### config.mk
export PLATFORM = sky130hd
export DESIGN_NAME = pc_sequencer
export DESIGN_NICKNAME = d
export VERILOG_FILES = /design/src/rtl/fetch_pkg.sv /design/src/rtl/programCounterInputMux.sv /design/src/rtl/pc_sequencer.sv
export SDC_FILE = /design/constraint.sdc
export NUM_CORES = 1
export LEC_CHECK = 0
export BUFFER_PORTS_ARGS = -buffer_cell sky130_fd_sc_hd__buf_2
export CAP_MARGIN = 15
export CELL_PAD_IN_SITES_DETAIL_PLACEMENT = 0
export CELL_PAD_IN_SITES_GLOBAL_PLACEMENT = 1
export CORE_ASPECT_RATIO = 1.25
export CORE_MARGIN = 1
export CORE_UTILIZATION = 45
export CTS_BUF_LIST = sky130_fd_sc_hd__clkbuf_4
export DETAILED_ROUTE_END_ITERATION = 8
export PLACE_DENSITY = 0.88
export SLEW_MARGIN = 10
export SYNTH_ARGS = -nofsm -noshare
export SYNTH_HDL_FRONTEND = slang
export SYNTH_HIERARCHICAL = 1
export SYNTH_SLANG_ARGS = --single-unit
### constraint.sdc
create_clock -name clk -period 2.9 [get_ports clk]
set_input_delay 0.145 -clock clk [delete_from_list [all_inputs] [get_ports clk]]
set_output_delay 0.145 -clock clk [all_outputs]
set_load 0.02 [all_outputs]
### src/rtl/fetch_pkg.sv
// Shared fetch-stage types: sequencer states, default boot address and PC alignment helper.
package fetch_pkg;

  typedef enum logic [1:0] {
    BOOT             = 2'd0,
    RUN              = 2'd1,
    REDIRECT_PENDING = 2'd2
  } fetch_state_e;

  localparam logic [31:0] RESET_VECTOR_DEFAULT = 32'h0000_0000;

  function automatic logic [31:0] align_pc(input logic [31:0] addr);
    return {addr[31:2], 2'b00};
  endfunction

endpackage

### src/rtl/programCounterInputMux.sv
// Next-PC source select: in1 = sequential address, in2 = redirect target.
// Purely combinational, no backpressure.
module programCounterInputMux #(
  parameter int WIDTH = 32
) (
  input  logic [WIDTH-1:0] in1,
  input  logic [WIDTH-1:0] in2,
  input  logic             select,
  output logic [WIDTH-1:0] muxOut
);

  assign muxOut = select ? in2 : in1;

endmodule

### src/rtl/pc_sequencer.sv
// Fetch PC sequencer: boot, sequential fetch and branch redirect; new PC visible one cycle after acceptance.
// Holds PC while imemReady=0 or stall=1; a redirect seen while memory is busy is parked until the fetch completes.
module pc_sequencer
  import fetch_pkg::*;
#(
  parameter logic [31:0] RESET_VECTOR = RESET_VECTOR_DEFAULT,
  parameter int unsigned PC_STEP      = 4
) (
  input  logic        clk,
  input  logic        resetN,
  input  logic        stall,
  input  logic        branchTaken,
  input  logic [31:0] branchTarget,
  input  logic        imemReady,
  output logic        imemReq,
  output logic [31:0] pcOut,
  output logic        pcIncrementOrJump,
  output logic        flushIfId
);

  localparam logic [31:0] STEP = 32'(PC_STEP);

  fetch_state_e state_q, state_d;
  logic [31:0]  pc_q, pc_d;
  logic [31:0]  pending_target_q, pending_target_d;
  logic [31:0]  aligned_target;
  logic [31:0]  redirect_target;
  logic [31:0]  next_pc;
  logic         pc_load;

  assign aligned_target  = align_pc(branchTarget);
  // A branch arriving in the completion cycle is newer than the parked target.
  assign redirect_target = branchTaken ? aligned_target : pending_target_q;

  programCounterInputMux #(.WIDTH(32)) u_next_pc_mux (
    .in1    (pc_q + STEP),
    .in2    (redirect_target),
    .select (pcIncrementOrJump),
    .muxOut (next_pc)
  );

  always_comb begin
    state_d           = state_q;
    pending_target_d  = pending_target_q;
    imemReq           = 1'b0;
    flushIfId         = 1'b0;
    pcIncrementOrJump = 1'b0;
    pc_load           = 1'b0;

    case (state_q)
      BOOT: state_d = RUN;
      RUN: begin
        imemReq = 1'b1;
        if (branchTaken) begin
          flushIfId = 1'b1;
          if (imemReady) begin
            pcIncrementOrJump = 1'b1;
            pc_load           = 1'b1;
          end else begin
            pending_target_d = aligned_target;
            state_d          = REDIRECT_PENDING;
          end
        end else if (imemReady && !stall) begin
          pc_load = 1'b1;
        end
      end
      REDIRECT_PENDING: begin
        imemReq = 1'b1;
        if (branchTaken) begin
          flushIfId        = 1'b1;
          pending_target_d = aligned_target;
        end
        if (imemReady) begin
          flushIfId         = 1'b1;
          pcIncrementOrJump = 1'b1;
          pc_load           = 1'b1;
          state_d           = RUN;
        end
      end
      default: state_d = BOOT;
    endcase

    // Outputs are quiet for the whole reset cycle, whatever state we were in.
    if (!resetN) begin
      imemReq           = 1'b0;
      flushIfId         = 1'b0;
      pcIncrementOrJump = 1'b0;
      pc_load           = 1'b0;
    end

    pc_d = pc_load ? next_pc : pc_q;
  end

  always_ff @(posedge clk) begin
    if (!resetN) begin
      state_q          <= BOOT;
      pc_q             <= RESET_VECTOR;
      pending_target_q <= 32'h0000_0000;
    end else begin
      state_q          <= state_d;
      pc_q             <= pc_d;
      pending_target_q <= pending_target_d;
    end
  end

  assign pcOut = pc_q;

endmodule

# --- Word level (Yosys, flattened, before mapping) ---
# Cells that the tools add are included.
# Widths: inputs -> output; s select.
classes:
  n_addsub: 1
  n_eq_ne: 5
  muxes: 23
  n_reduce_logical: 7
ops:
  columns: ["operator", "count"]
  rows:
  - ["$mux 32", 4]
  - ["$pmux 32 s2", 1]
  - ["$add 32x3->32 const B", 1]
  - ["$mux 1", 11]
  - ["$mux 2", 3]
  - ["$ne 2x2->1 const B", 3]
  - ["$pmux 1 s2", 3]
  - ["$pmux 2 s3", 1]
  - ["$reduce_and 3->1", 2]
  - ["$eq 2x1->1 const B", 1]
  - ["$eq 2x2->1 const B", 1]
  - ["$logic_not 2->1", 1]
  - ["$reduce_bool 2->1", 1]
  - ["$reduce_or 2->1", 1]
  - ["$logic_and 1x1->1", 1]
  - ["$logic_not 1->1", 1]
word_totals:
  regBits: 66
  input_bits: 37
  output_inout_bits: 35
  word_cells: 39

# --- Depth between registers and ports, before layout ---
depth:
  ltp_word: 6
  ltp_mapped: 11
  mapped_depth_nobuf: 8

# --- Modules after synthesis ---
# Netlist, hierarchy kept.
by_module_without_submodules:
  columns: ["module", "n_inst", "cells_each", "area_each_um2", "seq_area_each_um2"]
  rows:
  - ["pc_sequencer", 1, 397, 3658.5, 1321.3]
  - ["programCounterInputMux", 1, 36, 544.3, 0.0]

# --- Least setup slack after synthesis ---
# OpenSTA, ideal clock, no wires.
synth_timing:
  path_kind: "register to register"
  start: "register state_q[0]"
  end: "register pc_q[10], in the netlist pcOut[10]"
  setup_time_ps: 124
  arrival_ps: 2402
  required_time_ps: 2776
  setup_slack_ps: 374
  stages_incl_launch_ff: 12
  path_buffers: 3
  period_less_slack_ps: 2526
  cell_sequence: "dfxtp_1 inv_1 ha_1 and2_1 nand2_1 clkbuf_1 nor2_1 buf_6 buf_12 mux2_4 nand3_1 a21boi_0"
synth_via:
  elab_chain_len: 4
  elab_cells_between_ends: 7
  classes_between: "2 x eq/ne; 5 x mux"
synth_lines:
  columns: ["item", "line", "rtl"]
  rows:
  - ["start: declaration", "pc_sequencer.sv:23", "fetch_state_e state_q, state_d;"]
  - ["start signal: assignment", "pc_sequencer.sv:100", "state_q <= state_d;"]
  - ["$eq 2x2->1 or $eq 2x1->1 (tied branches)", "pc_sequencer.sv:50", "case (state_q)"]
  - ["$pmux 1 s2 *", "pc_sequencer.sv:50", null]
  - ["$mux 1 *", "pc_sequencer.sv:84", "if (!resetN) begin"]
  - ["named net pcIncrementOrJump", "pc_sequencer.sv:17", "output logic pcIncrementOrJump,"]
  - ["$mux 32 *", "programCounterInputMux.sv:12", "assign muxOut = select ? in2 : in1;"]
  - ["named net next_pc[10]", "pc_sequencer.sv:28", "logic [31:0] next_pc;"]
  - ["end signal: assignment", "pc_sequencer.sv:101", "pc_q <= pc_d;"]
  - ["end: declaration", "pc_sequencer.sv:24", "logic [31:0] pc_q, pc_d;"]
# The timed path passes the listed nets; every way through them passes the cells marked *.
# A chain may end at the register's enable or synchronous reset.

# --- Worst setup path in the final report ---
layout_timing:
  start: "register pc_q[2], in the netlist pcOut[2]"
  end: "register pc_q[30], in the netlist pcOut[30]"
layout_via:
  elab_chain_len: 2
layout_lines:
  columns: ["item", "line", "rtl"]
  rows:
  - ["$add 32x3->32", "pc_sequencer.sv:36", ".in1 (pc_q + STEP),"]
  - ["$mux 32", "programCounterInputMux.sv:12", null]
  - ["named net next_pc[30]", "pc_sequencer.sv:28", null]
# The timed path passes the listed nets, and every way through them passes these cells.

==> impl_metrics.json <==
{
  "leakage_nw": 1.92,
  "clock-sinks": 66,
  "drt-total-wl_um": 9980,
  "cp-start-kind": "register",
  "netlist.area_leader.share": 0.314,
  "min_period_ps": 2320,
  "whs_path_depth": 3,
  "grt_antenna_before_repair": 0,
  "die_h_um": 110,
  "max-cap-violations": 0,
  "setup_tns_ps": 0,
  "synthTopCellsByArea": "dfxtp_1 (31%), mux2_4 (11%), mux2_2 (8.6%)",
  "cts-root-buf": "clkbuf_4",
  "via_per_inst": 5.39,
  "clk_pin_slew_worst_paths_ps": 110,
  "synth_fp_nets": 475,
  "met3_length_um": 435,
  "cp_data_required_time_ps": 3190,
  "crit_type": "register to register",
  "critPathArrivalTime_ps": 2610,
  "grt_start_max_net_pins": 68,
  "worst_slack_ps": 580,
  "dr.pass1.iters": 4,
  "synth_edf_count": 0,
  "drc": 0,
  "cts_buffers": 9,
  "crit_slowest_cell": "nor4_4",
  "avgSynthCellArea_um2": 9.71,
  "yosys_warnings": 6,
  "cts_setup_buffers": 0,
  "wl_per_cell_um": 15.6,
  "diodes": 0,
  "grt_pass1_vias": 3368,
  "synthesis.area_mm2": 0.00420,
  "cts_buffer_depth": 2,
  "hp-class": "input pin to register",
  "core_area_mm2": 0.00913,
  "synth_cell_types": 37,
  "start_util": 0.461,
  "h-tree-depth": 3,
  "slew_violations": 0,
  "pre_cts_slack_ps": 614,
  "dieArea_mm2": 0.00973,
  "vias": 3439,
  "num_rows": 39,
  "yosys-top-cells-count": "dfxtp_1 (66), nand3_1 (45), nor2b_1 (34), o21ai_0 (33), mux2_2 (32)",
  "r2r_cells": 8,
  "gr-total-overflow": 0,
  "track_usage": 0.214,
  "io_pins": 72,
  "ir_drop_mv": 0.225,
  "worstSetupEndpointType": "register",
  "die_w_um": 88.4,
  "gp_congestion": 0.761,
  "dp_hpwl_um": 6450,
  "grt_pass1_wl_um": 16200,
  "finalPower_w": 0.00250,
  "powerDensity_mw_per_mm2": 511,
  "worstPathCellList": "ha_1 -> nand3_1 -> nor4_4 -> nand4_1 -> xnor2_1 -> mux2_4 -> nand3_1 -> a21boi_0",
  "routed.top_layer": "met4",
  "fin_skew_ps": 12.6,
  "clkLatencyLatePin_ps": 410,
  "ys_ff_latch": 66,
  "setup_viol_count_final": 0,
  "status": "finished clean",
  "synth_top_flop_cell": "dfxtp_1",
  "syn_inst": 433,
  "fin_crit_sh": 0.800,
  "synth_top_area_cell": "dfxtp_1",
  "synthArstFlopShare": 0,
  "io_buffers": 69,
  "nets": 553,
  "drt-met1-wl_um": 4460,
  "synth.most_common_cell": "dfxtp_1",
  "cts_tree": "yes",
  "worstMarginPinSlew_ps": 626,
  "wl_met2_um": 4960,
  "cp_common_cell": "nand3_1",
  "cts_resized": 0,
  "clock.fmax_mhz": 431,
  "layout-drive-gt1-share": 0.315,
  "area_growth_pct": 16.5,
  "cp_max_fo": 8,
  "drtIter0Drc": 155,
  "finalHoldViolations": 0,
  "final_antenna_net_count": 0,
  "maxSlewHeadroom": 0.580,
  "rsz0062_at_grt": "false",
  "slowest_delay_ps": 500,
  "synth-seq-area-share": 0.314
}
## worst max-delay path, delay by kind of cell (launching register included)
| kind | cells | cell delay (ps) |
|---|---|---|
| AO/OA/AOI/OAI | 1 | 90 |
| XOR/XNOR | 1 | 150 |
| adder cells (fa/ha/maj) | 1 | 290 |
| flip-flops | 1 | 470 |
| multiplexers | 1 | 270 |
| AND/OR/NAND/NOR | 4 | 920 |
## report_power, final
group | total [W] | switching, W | internal, W
clock | 0.000501 | 0.000329 | 0.000172
sequential | 0.00106 | 0.0000523 | 0.00100
combinational | 0.000945 | 0.000555 | 0.000390
## metal layers
| metal | up-vias | track usage |
|---|---|---|
| li1 | 1703 | - |
| met3 | 11 | 0.0417 |
| met5 | - | 0 |
| met1 | 1639 | 0.268 |
| met4 | 0 | 0.0703 |
| met2 | 86 | 0.366 |
## final timing paths
| path | startpoint | to | slack (ps) |
|---|---|---|---|
| worst max-delay path | pcOut[2] | pcOut[30] | 580 |
| worst max register to register | pcOut[2] | pcOut[30] | 580 |
| worst min register to register | pending_target_q[0] | pending_target_q[0] | 480 |
| worst min-delay path | branchTarget[3] | pending_target_q[3] | 20 |
## cells by family (layout without fill, tap and decap cells)
group / after synthesis / in the layout / synth area share
adder cells (fa/ha/maj): 5 / 5 / 0.0149
AO/OA/AOI/OAI: 74 / 74 / 0.113
XOR/XNOR: 28 / 28 / 0.0583
multiplexers: 93 / 93 / 0.267
AND/OR/NAND/NOR: 129 / 129 / 0.178
flip-flops: 66 / 66 / 0.314
buffers and inverters: 38 / 120 / 0.0542
## cells in the final DEF (no fill, tap or decap), types with 3 or more instances in the layout
| cell type | synthesis | layout |
|---|---|---|
| inv_1 | 5 | 5 |
| nand3_1 | 45 | 45 |
| o21ai_0 | 33 | 33 |
| nand2_1 | 12 | 12 |
| xor2_1 | 5 | 5 |
| and3_1 | 8 | 8 |
| dlygate4sd3_1 | 0 | 21 |
| nand2b_1 | 3 | 3 |
| xnor2_1 | 23 | 23 |
| buf_4 | 0 | 10 |
| dfxtp_1 | 66 | 66 |
| nor2_1 | 5 | 4 |
| mux2i_1 | 31 | 31 |
| clkbuf_4 | 0 | 10 |
| ha_1 | 5 | 5 |
| nor2b_1 | 34 | 34 |
| nand4_1 | 11 | 11 |
| buf_2 | 5 | 69 |
| clkinv_2 | 0 | 3 |
| mux2_2 | 32 | 32 |
| a21boi_0 | 31 | 31 |
| mux2_4 | 30 | 30 |
| and4_1 | 3 | 3 |
## layout make-up
class                   count  area, um2
clock buffers              10       75.1
multi-input cells         329       2670
well taps                 123        154
inverters                   5       18.8
repair buffers            100        631
clock inverters             5       22.5
fillers                   857       4230
flip-flops and latches     66       1320
## stage by stage
stage                     std cells   util  hold WS (ps)  instance area (um2)
after floorplan                 433      -           314                 4200
after global placement          602  0.503           416                 4590
after detailed placement        602  0.503           423                 4590
after CTS                       638  0.536         0.294                 4890
after global routing            638  0.536          16.7                 4890
final                           638  0.536          19.2                 4890
## registers in the layout, indices dropped and copies added, names as in the netlist
| name | flops |
|---|---|
| state_q | 2 |
| pcOut | 32 |
| pending_target_q | 32 |
## repair_timing
action                                 CTS  global route
endpoints found under the hold margin   21             0
setup endpoints to repair                0             0
hold buffers                            21             0
Note: power is estimated with default switching activity, not from simulation.
